**src/rtl/fir_tap_sequencer.sv**
```systemverilog
// fir_tap_sequencer
//
// Sequences the multiply-accumulate operands for a time-multiplexed FIR
// filter that uses one external multiplier and one external accumulator.
// An accepted sample goes into a circular delay line. The block then issues
// NTAPS operand pairs, newest sample first, with coef[0..NTAPS-1]. It waits
// PIPE_LAT clocks for the external pipeline, captures the running sum from
// acc_in, and presents that sum on a valid/ready output. The block performs
// no arithmetic on data values; every value passes through bit-exact.
//
// Parameters
//   NTAPS     number of taps (2..64)
//   DW        sample / coefficient / accumulator width
//   PIPE_LAT  clocks from the last operand issue to a valid sum on acc_in
//
// Optional feature
//   FIR_SAMPLE_CNT_EN  when defined, sample_cnt counts completed outputs
//                      (16 bits, wrapping). When undefined, sample_cnt is
//                      tied to 0 and no counter register exists.
//
// Ports
//   clk, rst                      clock, asynchronous active-high reset
//   in_valid/in_ready/in_data     sample input handshake
//   coef_we/coef_addr/coef_wdata  coefficient write port (IDLE only)
//   mult_a/mult_b/op_valid/op_first  operands to the multiplier
//   acc_in                        running sum from the adder
//   out_valid/out_ready/out_data  filtered output handshake
//   sample_cnt                    completed-output count
module fir_tap_sequencer #(
  parameter int NTAPS    = 8,
  parameter int DW       = 16,
  parameter int PIPE_LAT = 2
) (
  input  logic                      clk,
  input  logic                      rst,
  input  logic                      in_valid,
  output logic                      in_ready,
  input  logic [DW-1:0]             in_data,
  input  logic                      coef_we,
  input  logic [$clog2(NTAPS)-1:0]  coef_addr,
  input  logic [DW-1:0]             coef_wdata,
  output logic [DW-1:0]             mult_a,
  output logic [DW-1:0]             mult_b,
  output logic                      op_valid,
  output logic                      op_first,
  input  logic [DW-1:0]             acc_in,
  output logic                      out_valid,
  input  logic                      out_ready,
  output logic [DW-1:0]             out_data,
  output logic [15:0]               sample_cnt
);

  localparam int AW = $clog2(NTAPS);
  localparam int WW = (PIPE_LAT > 0) ? $clog2(PIPE_LAT + 1) : 1;

  typedef enum logic [1:0] {IDLE, MAC, WAIT, OUT} state_t;

  state_t        state, state_nxt;
  logic [AW-1:0] wptr;
  logic [AW-1:0] k;
  logic [WW-1:0] wcnt;
  logic          armed;
  logic [DW-1:0] x_mem    [NTAPS];
  logic [DW-1:0] coef_mem [NTAPS];
  logic [DW-1:0] a_hold, b_hold;
  logic [AW-1:0] rd_idx;
  logic [DW-1:0] a_sel, b_sel;
  logic          accept, coef_ok, k_last, wait_done;

  // armed is cleared by reset and set by the first clock edge afterwards.
  // This keeps in_ready low until one edge has passed after reset release.
  assign in_ready  = (state == IDLE) && armed;
  assign accept    = in_valid && in_ready;
  assign k_last    = (k == AW'(NTAPS - 1));
  assign wait_done = (wcnt == WW'(PIPE_LAT));
  assign coef_ok   = coef_we && (state == IDLE) &&
                     ({1'b0, coef_addr} < (AW + 1)'(NTAPS));

  // Compute (wptr - k) mod NTAPS without assuming NTAPS is a power of two.
  always_comb begin
    rd_idx = wptr - k;
    if (k > wptr) begin
      rd_idx = AW'({1'b0, wptr} + (AW + 1)'(NTAPS) - {1'b0, k});
    end
  end

  assign a_sel = x_mem[rd_idx];
  assign b_sel = coef_mem[k];

  // During MAC the operands come straight from the delay line and the
  // coefficient table. A coefficient written on the accepting edge is
  // therefore already visible to the first read. In every other state the
  // operands hold the last pair that was issued.
  assign op_valid = (state == MAC);
  assign op_first = (state == MAC) && (k == '0);
  assign mult_a   = op_valid ? a_sel : a_hold;
  assign mult_b   = op_valid ? b_sel : b_hold;

  always_ff @(posedge clk or posedge rst) begin
    if (rst) begin
      state <= IDLE;
    end else begin
      state <= state_nxt;
    end
  end

  always_comb begin
    state_nxt = state;
    case (state)
      IDLE:    if (accept)    state_nxt = MAC;
      MAC:     if (k_last)    state_nxt = WAIT;
      WAIT:    if (wait_done) state_nxt = OUT;
      OUT:     if (out_ready) state_nxt = IDLE;
      default: state_nxt = IDLE;
    endcase
  end

  // WAIT spans PIPE_LAT+1 edges. acc_in is captured on the last of them,
  // so out_valid rises NTAPS+PIPE_LAT+1 edges after the accepting edge.
  always_ff @(posedge clk or posedge rst) begin
    if (rst) begin
      wptr      <= '0;
      k         <= '0;
      wcnt      <= '0;
      armed     <= 1'b0;
      a_hold    <= '0;
      b_hold    <= '0;
      out_valid <= 1'b0;
      out_data  <= '0;
      for (int i = 0; i < NTAPS; i++) begin
        x_mem[i]    <= '0;
        coef_mem[i] <= '0;
      end
    end else begin
      armed <= 1'b1;
      if (coef_ok) begin
        coef_mem[coef_addr] <= coef_wdata;
      end
      case (state)
        IDLE: begin
          if (accept) begin
            x_mem[wptr] <= in_data;
            k           <= '0;
          end
        end
        MAC: begin
          a_hold <= a_sel;
          b_hold <= b_sel;
          if (k_last) begin
            wcnt <= '0;
          end else begin
            k <= k + 1'b1;
          end
        end
        WAIT: begin
          if (wait_done) begin
            out_data  <= acc_in;
            out_valid <= 1'b1;
          end else begin
            wcnt <= wcnt + 1'b1;
          end
        end
        OUT: begin
          if (out_ready) begin
            out_valid <= 1'b0;
            wptr      <= (wptr == AW'(NTAPS - 1)) ? '0 : wptr + 1'b1;
          end
        end
        default: ;
      endcase
    end
  end

`ifdef FIR_SAMPLE_CNT_EN
  logic [15:0] cnt_q;

  always_ff @(posedge clk or posedge rst) begin
    if (rst) begin
      cnt_q <= '0;
    end else if (out_valid && out_ready) begin
      cnt_q <= cnt_q + 16'd1;
    end
  end

  assign sample_cnt = cnt_q;
`else
  assign sample_cnt = '0;
`endif

endmodule

```
**config.mk**
```make
export PLATFORM = sky130hd
export DESIGN_NAME = fir_tap_sequencer
export DESIGN_NICKNAME = d
export VERILOG_FILES = /design/src/rtl/fir_tap_sequencer.sv
export SDC_FILE = /design/constraint.sdc
export NUM_CORES = 1
export LEC_CHECK = 0
export ABC_CLOCK_PERIOD_IN_PS = 14800
export CAP_MARGIN = 20
export CORE_ASPECT_RATIO = 1.75
export CORE_MARGIN = 2
export CORE_UTILIZATION = 58
export CTS_CLUSTER_DIAMETER = 40
export DETAILED_ROUTE_END_ITERATION = 10
export PLACE_DENSITY = 0.8
export SLEW_MARGIN = 40
export SYNTH_ARGS = -nofsm -noshare
export SYNTH_HDL_FRONTEND = slang
export SYNTH_SLANG_ARGS = --single-unit
```
**constraint.sdc**
```tcl
create_clock -name clk -period 14.8 [get_ports clk]
set_input_delay 2.96 -clock clk [delete_from_list [all_inputs] [get_ports clk]]
set_output_delay 2.96 -clock clk [all_outputs]
set_load 0.02 [all_outputs]
```
==> flow_metrics.tcl, run 1 <==
set metrics [dict create \
    status "completed" \
    async_flop_share 1.00 \
    place_ws_ns 8.25 \
    fp.dieW_um 121 \
    fin_crit_sh 0.477 \
    avgSynthCellArea_um2 15.5 \
    hold_ws_ns 0.501 \
    path_max_fanout 36 \
    use_met2 0.425 \
    max-cap-violations 0 \
    clockBufferDepth 3 \
    grt.overflow.total 0 \
    pin_count 124 \
    cp-start-kind "flip-flop" \
    slew_viol_final 0 \
    slowest_stage "clkdlybuf4s50_1" \
    vias_per_cell 5.86 \
    synth_ff_type "dfrtp_1" \
    fin_ws_ns 7.75 \
    grt_pass1_vias 8440 \
    worstPathRequired_ns 11.84 \
    setup_viol 0 \
    path_cells "buf_4 > ha_2 > inv_1 > fa_1 > buf_4 > mux4_2 > mux2i_1 > a21oi_1 > clkdlybuf4s50_1" \
    use_met3 0.0264 \
    clkTransAtPathRegs_ns 0.06 \
    hpwl_um 17500 \
    num_rows 75 \
    synth_edf_count 0 \
    cpMostUsedCell "buf_4" \
    power.leakage_nw 7.41 \
    clock_sinks 316 \
    portBuffers 107 \
    postSynthCellCount 902 \
    critPathMaxStageDelay_ns 0.59 \
    postRouteAntennaNets 0 \
    syn_area_mm2 0.0140 \
    chipHeight_um 209 \
    start_util 0.587 \
    dieArea_mm2 0.0254 \
    cts_tree "yes" \
    grt_pass1_wl_um 44700 \
    netlist_top_cells_count "dfrtp_1, mux2_2, mux4_2" \
    clock_skew_ns 0.0236 \
    cp.arrival_ns 4.09 \
    drc 0 \
    antenna_cells 0 \
    netlist.area_leader.share 0.565 \
    max_freq_mhz 142 \
    synth-seq-cells 316 \
    tightest_slew_ns 0.822 \
    finalHoldViolations 0 \
    critPathKind "reg -> out" \
    final_nets 1084 \
    ys_top_cells_by_area "dfrtp_1, mux2_2, mux4_2" \
    slew-limit-headroom 0.450 \
    drt-initial-drc-count 343 \
    ys_seq_area_frac 0.565 \
    track_usage 0.227 \
    hold_buffers 0 \
    hold_path.class "reg -> reg" \
    wl_per_cell_um 20.9 \
    ir_drop_v 0.000178 \
    endpoint_kind "output pin" \
    antenna_found_initial 0 \
    synth_area_leader_cell "dfrtp_1" \
    grt.busiest_layer "met2" \
    clkLatencyLatePin_ns 0.57 \
    wl_um 28100 \
    min_period_ns 7.05 \
    gp_congestion 0.760 \
    drt_pass1_iterations 4 \
    grt_setup_unrepaired "false" \
    postCtsSetupRepairBufs 0 \
    grt_max_degree 161 \
    ctsHtreeMaxLevel 1 \
    p_per_area_mw_per_mm2 220 \
    core_region_area_mm2 0.0238 \
    yosys_warnings 0 \
    ys_types 33 \
    met1_usage 0.266 \
    setup_tns_ns 0 \
    vias 7885 \
    cts-root-buf "clkbuf_16" \
    drive_gt1_frac 0.408 \
    area_delta_synth_final_pct 17.0 \
    cts_made_buffers 31 \
    post_cts_resized 0 \
    yosysMostFrequentCell "dfrtp_1" \
]
-- worst max-delay path, delay by kind of cell (launching register included) --
kind / cells / cell delay, ns
buffers and inverters: 4 / 1.62
adders and majority gates: 2 / 0.78
muxes: 2 / 0.64
DFF: 1 / 0.34
AOI/OAI and AO/OA: 1 / 0.14
-- routing by layer --
| metal | wire, um | share of wire | vias up |
|---|---|---|---|
| li1 | - | - | 3495 |
| met1 | 10600 | 0.38 | 4163 |
| met2 | 15800 | 0.56 | 159 |
| met3 | 883 | 0.031 | 68 |
| met4 | 834 | 0.030 | 0 |
| met5 | 0 | 0 | - |
-- logic make-up (layout without fill, tap and decap cells) --
| kind of cell | Yosys count | count (layout) | synth area share |
|---|---|---|---|
| other cells | 2 | 17 | 0.000537 |
| buf+inv | 72 | 192 | 0.0278 |
| xor+xnor | 2 | 2 | 0.00179 |
| mux | 373 | 373 | 0.349 |
| flops | 316 | 316 | 0.565 |
| compound gates | 48 | 48 | 0.0199 |
| simple gates | 77 | 77 | 0.0246 |
| fa+ha+maj | 12 | 12 | 0.0113 |
-- worst paths after layout --
check | slack (ns) | endpoint | depth (start not counted) | from
setup reg to reg | 11.69 | a_hold[0] | 8 | k[0]
hold reg to reg | 0.50 | coef_mem[3] | 1 | coef_mem[3]
min in group asynchronous | 2.91 | b_hold[2] | 2 | rst
setup / recovery | 7.75 | mult_a[0] | 9 | k[0]
hold / removal | 0.50 | coef_mem[3] | 1 | coef_mem[3]
max in group asynchronous | 10.57 | out_data[10] | 4 | rst
-- through the flow --
| stage | power, mW | cell area [um2] | utilization | std cells |
|---|---|---|---|---|
| 3_3_place_gp | 2.81 | 15300 | 0.643 | 1290 |
| 6_report | 3.61 | 16400 | 0.687 | 1345 |
| 5_1_grt | 3.81 | 16400 | 0.687 | 1345 |
| 3_5_place_dp | 2.86 | 15300 | 0.643 | 1290 |
| 4_1_cts | 3.65 | 16300 | 0.685 | 1344 |
| 2_1_floorplan | 2.40 | 14000 | - | 917 |
-- report_power, final --
part           switching (mW)  internal, mW
Sequential              0.162          1.21
Clock                   0.326         0.448
Combinational           0.680         0.786
Total                    1.17          2.44
-- cell type report --
class                   count  area (um2)
flip-flops and latches    316        7910
repair buffers            129        1270
inverters                   9        41.3
fillers                  1627        7470
clock inverters            12         126
multi-input cells         529        5760
clock buffers              42         877
well taps                 308         385
-- sequential cells by signal, summed over array words and instances, names as in the netlist --
register   flops
b_hold        16
wptr           3
wcnt           2
out_valid      1
coef_mem     128
out_data      16
state          2
k              3
armed          1
a_hold        16
x_mem        128
-- placed cells by master, fill, tap and decap left out, types with 4 or more instances in the layout --
cell type and count:
nor2_1 47, a22o_1 5, clkbuf_8 6, clkbuf_16 31
inv_1 8, nand2_1 9, ha_1 9, dfrtp_1 315
clkbuf_1 5, nand2b_1 9, clkdlybuf4s50_1 107, conb_1 17
mux4_2 64, or3_2 4, a21oi_1 34, mux2i_1 33
buf_4 20, clkinv_2 5, mux2_2 276
Note: power is estimated with default switching activity, not from simulation.
==> run 2, diff against run 1 <==
ABC_CLOCK_PERIOD_IN_PS = 6200   (was 14800)
CORE_UTILIZATION = 52   (was 58)
PLACE_DENSITY = 0.76   (was 0.8)
clock period = 6.2 ns   (was 14.8 ns; I/O delays follow)
==> flow_metrics.tcl, run 2 (synthesis gave the netlist of run 1 again) <==
set metrics [dict create \
    status "completed" \
    fin_util 0.628 \
    fin_crit_sh 0.800 \
    dr.max_layer_used "met4" \
    critical_path.startpoint "k[1]" \
    hold_ws_ns 0.501 \
    wl_met3_um 783 \
    max_freq_mhz 202 \
    fin_area_mm2 0.0166 \
    postCtsSetupRepairBufs 0 \
    cp.arrival_ns 3.72 \
    chipHeight_um 221 \
    grt_setup_unrepaired "false" \
    final_nets 1089 \
    rr_startpoint "k[1]" \
    area_delta_synth_final_pct 18.9 \
    path_cells "buf_4 > inv_1 > fa_1 > buf_4 > mux4_2 > mux2i_1 > a21oi_1 > clkdlybuf4s50_1" \
    stdcell_count 1369 \
    cts_made_buffers 34 \
    gp_congestion 0.734 \
    ctsHtreeMaxLevel 2 \
    grt_max_degree 142 \
    clock_sinks 316 \
    fp.dieW_um 128 \
    drc 0 \
    max-cap-violations 0 \
    grt_pass1_wl_um 46200 \
    drt-initial-drc-count 288 \
    portBuffers 107 \
    endpoint_kind "output pin" \
    cts_tree "yes" \
    dpl_cell_area_mm2 0.0154 \
    hp-start "coef_mem[21]" \
    path_max_fanout 36 \
    clkTransAtPathRegs_ns 0.06 \
    hold_path.class "reg -> reg" \
    clockBufferDepth 3 \
    num_rows 79 \
    drt_pass1_iterations 4 \
    wl_met2_um 15700 \
    postRouteAntennaNets 0 \
    min_period_ns 4.96 \
    start_util 0.528 \
    setup_tns_ns 0 \
    core_region_area_mm2 0.0265 \
    place_inst 1308 \
    clkLatencyLatePin_ns 0.52 \
    slew_viol_final 0 \
    critPathKind "reg -> out" \
    hold_buffers 0 \
    cpMostUsedCell "buf_4" \
    grt.overflow.total 0 \
    cp-start-kind "flip-flop" \
    p_per_area_mw_per_mm2 534 \
    final_common_cell "dfrtp_1" \
    power.leakage_nw 7.52 \
    setup_viol 0 \
    antenna_found_initial 0 \
    top_regs "coef_mem: 128 flops, x_mem: 128 flops" \
    ir_drop_v 0.000348 \
    wl_per_cell_um 20.8 \
    path_delay_family "buffers and inverters" \
    hpwl_um 18100 \
    worstPathRequired_ns 4.96 \
    met1_length_um 11300 \
    grt_pass1_vias 8476 \
    drive_gt1_frac 0.414 \
    track_usage 0.210 \
    critPathMaxStageDelay_ns 0.56 \
    layout_common_cells "dfrtp_1, mux2_2, clkdlybuf4s50_1" \
    tightest_slew_ns 0.823 \
    slew-limit-headroom 0.450 \
    clock_skew_ns 0.0187 \
    post_cts_resized 0 \
    dieArea_mm2 0.0283 \
    vias_per_cell 5.69 \
    vias 7787 \
    cts-root-buf "clkbuf_16" \
    slowest_stage "clkdlybuf4s50_1" \
    wl_um 28500 \
    antenna_cells 0 \
    finalHoldViolations 0 \
    cp_num_buf_inv 4 \
    pin_count 124 \
]
[run 2: path summary, 6_finish.rpt]
check | end | slack [ns] | cells past startpoint
worst min register to register | coef_mem[21] | 0.50 | 1
max in group asynchronous | x_mem[113] | 4.09 | 5
worst max register to register | a_hold[13] | 3.41 | 7
worst max-delay path | mult_a[13] | 1.24 | 8
min in group asynchronous | x_mem[92] | 1.11 | 3
worst min-delay path | coef_mem[21] | 0.50 | 1
[run 2: layout make-up]
type	instances	area, um2
Timing Repair Buffer	131	1340
Multi-Input combinational cell	529	5760
Clock buffer	44	1000
Tap cell	324	405
Clock inverter	16	186
Fill cell	1978	9860
Inverter	9	37.5
Sequential cell	316	7910
[run 2: layer usage]
layer	vias up	global-route usage
met5	-	0
li1	3503	-
met2	135	0.382
met4	0	0.0645
met1	4101	0.256
met3	48	0.0293
[run 2: metrics by stage]
step	setup slack [ns]	total power [mW]
6_report	1.24	8.88
3_5_place_dp	1.77	6.84
3_3_place_gp	1.81	6.72
5_1_grt	0.992	9.40
2_1_floorplan	0.749	5.73
4_1_cts	1.18	9.00
[run 2: power by group]
| part | switching, mW | internal [mW] |
|---|---|---|
| clock | 0.838 | 1.28 |
| combinational | 1.62 | 1.89 |
| sequential | 0.389 | 2.88 |
| total | 2.84 | 6.04 |
==> run 3, diff against run 2 <==
ABC_CLOCK_PERIOD_IN_PS = 4570   (was 6200)
CORE_UTILIZATION = 58   (was 52)
PLACE_DENSITY = 0.8   (was 0.76)
clock period = 4.57 ns   (was 6.2 ns; I/O delays follow)
==> flow_metrics.tcl, run 3 (synthesis gave the netlist of run 1 again) <==
set metrics [dict create \
    p_per_area_mw_per_mm2 712 \
    wl_um 27700 \
    postRouteAntennaNets 0 \
    cp-start-kind "flip-flop" \
    fin_area_mm2 0.0165 \
    fillers 1644 \
    grt_setup_unrepaired "false" \
    dieArea_mm2 0.0254 \
    path_cells "inv_1 > ha_2 > buf_12 > mux4_2 > mux2i_1 > a21oi_1 > clkdlybuf4s50_1" \
    hpwl_um 17900 \
    slew_viol_final 0 \
    cts_made_buffers 31 \
    reg2regPathDepth 7 \
    path_max_fanout 20 \
    gp_congestion 0.766 \
    antenna_cells 0 \
    drt_pass1_iterations 4 \
    start_util 0.587 \
    slowest_stage "ha_2" \
    critPathKind "reg -> out" \
    hold_path.class "reg -> reg" \
    rr_endpoint "x_mem[31]" \
    path_delay_family "buffers and inverters" \
    pin_count 124 \
    num_rows 75 \
    top_regs "coef_mem: 128 flops, x_mem: 128 flops" \
    antenna_found_initial 0 \
    setup_tns_ns 0 \
    fin_crit_sh 0.943 \
    cts-root-buf "clkbuf_16" \
    setup_viol 0 \
    clockBufferDepth 3 \
    hp-start "coef_mem[67]" \
    vias_per_cell 5.78 \
    track_usage 0.228 \
    min_period_ns 4.31 \
    grt_max_degree 79 \
    cp.depth 7 \
    dpl_cell_area_mm2 0.0154 \
    clkLatencyLatePin_ns 0.56 \
    final_nets 1093 \
    layout_common_cells "dfrtp_1, mux2_2, clkdlybuf4s50_1" \
    grt.overflow.total 0 \
    clkTransAtPathRegs_ns 0.06 \
    postCtsSetupRepairBufs 0 \
    cp.arrival_ns 3.40 \
    worst-r2r-setup-slack_ns 1.93 \
    hold_buffers 0 \
    grt_pass1_vias 8566 \
    place_inst 1300 \
    area_delta_synth_final_pct 17.7 \
    vias 7841 \
    max_freq_mhz 232 \
    slew-limit-headroom 0.503 \
    critPathMaxStageDelay_ns 0.66 \
    hold_ws_ns 0.501 \
    grt_pass1_wl_um 45500 \
    portBuffers 107 \
    wl_per_cell_um 20.4 \
    max-cap-violations 0 \
    endpoint_kind "output pin" \
    clock_sinks 316 \
    tightest_slew_ns 0.744 \
    stdcell_count 1356 \
    ir_drop_v 0.000510 \
    final_common_cell "dfrtp_1" \
    status "completed" \
    whs_path_depth 1 \
    hold_end "coef_mem[67]" \
    rr_startpoint "state[1]" \
    cp_num_buf_inv 3 \
    drive_gt1_frac 0.418 \
    ctsHtreeMaxLevel 1 \
    fp.dieW_um 121 \
    finalHoldViolations 0 \
    clock_skew_ns 0.0103 \
    core_region_area_mm2 0.0238 \
    drc 0 \
    post_cts_resized 0 \
    chipHeight_um 209 \
    drt-initial-drc-count 357 \
    cts_tree "yes" \
    worstPathRequired_ns 3.66 \
    power.leakage_nw 7.45 \
]
==> run 3: area by class of cell <==
type	instances	area, um2	share of cell area
Sequential cell	316	7910	0.480
Multi-Input combinational cell	529	5760	0.350
Timing Repair Buffer	138	1350	0.0822
Clock buffer	37	848	0.0515
Tap cell	308	385	0.0234
Clock inverter	19	170	0.0103
Inverter	9	37.5	0.00228
==> run 3: per-layer routing <==
layer,wire length [um],GRT usage,vias to the layer above
met5,0,0,-
met4,620,0.0725,0
met3,865,0.0269,48
met2,15200,0.416,132
met1,11000,0.282,4136
li1,-,-,3525
==> run 3: worst max-delay path by stage <==
| stage | startpoint | endpoint | slack (ns) |
|---|---|---|---|
| after floorplan | rst | a_hold[0] | -0.55 |
| after global placement | wptr[0] | mult_a[1] | 0.84 |
| after detailed placement | wptr[0] | mult_a[2] | 0.80 |
| after CTS | wptr[0] | mult_a[2] | 0.20 |
| after global routing | wptr[0] | mult_a[2] | 0.05 |
| final | wptr[0] | mult_a[2] | 0.26 |
==> run 3: metrics by stage <==
step / setup WS [ns] / utilization / power (mW)
final: 0.259 / 0.691 / 11.7
after global routing: 0.0499 / 0.691 / 12.4
after CTS: 0.200 / 0.691 / 11.9
after detailed placement: 0.799 / 0.648 / 9.32
after global placement: 0.841 / 0.647 / 9.15
after floorplan: -0.555 / - / 7.78
==> run 3: power breakdown <==
group / leakage, nW / total [mW] / internal (mW) / switching (mW)
clock network: 0.488 / 2.52 / 1.44 / 1.08
registers: 4.09 / 4.41 / 3.90 / 0.513
logic: 2.87 / 4.79 / 2.60 / 2.20
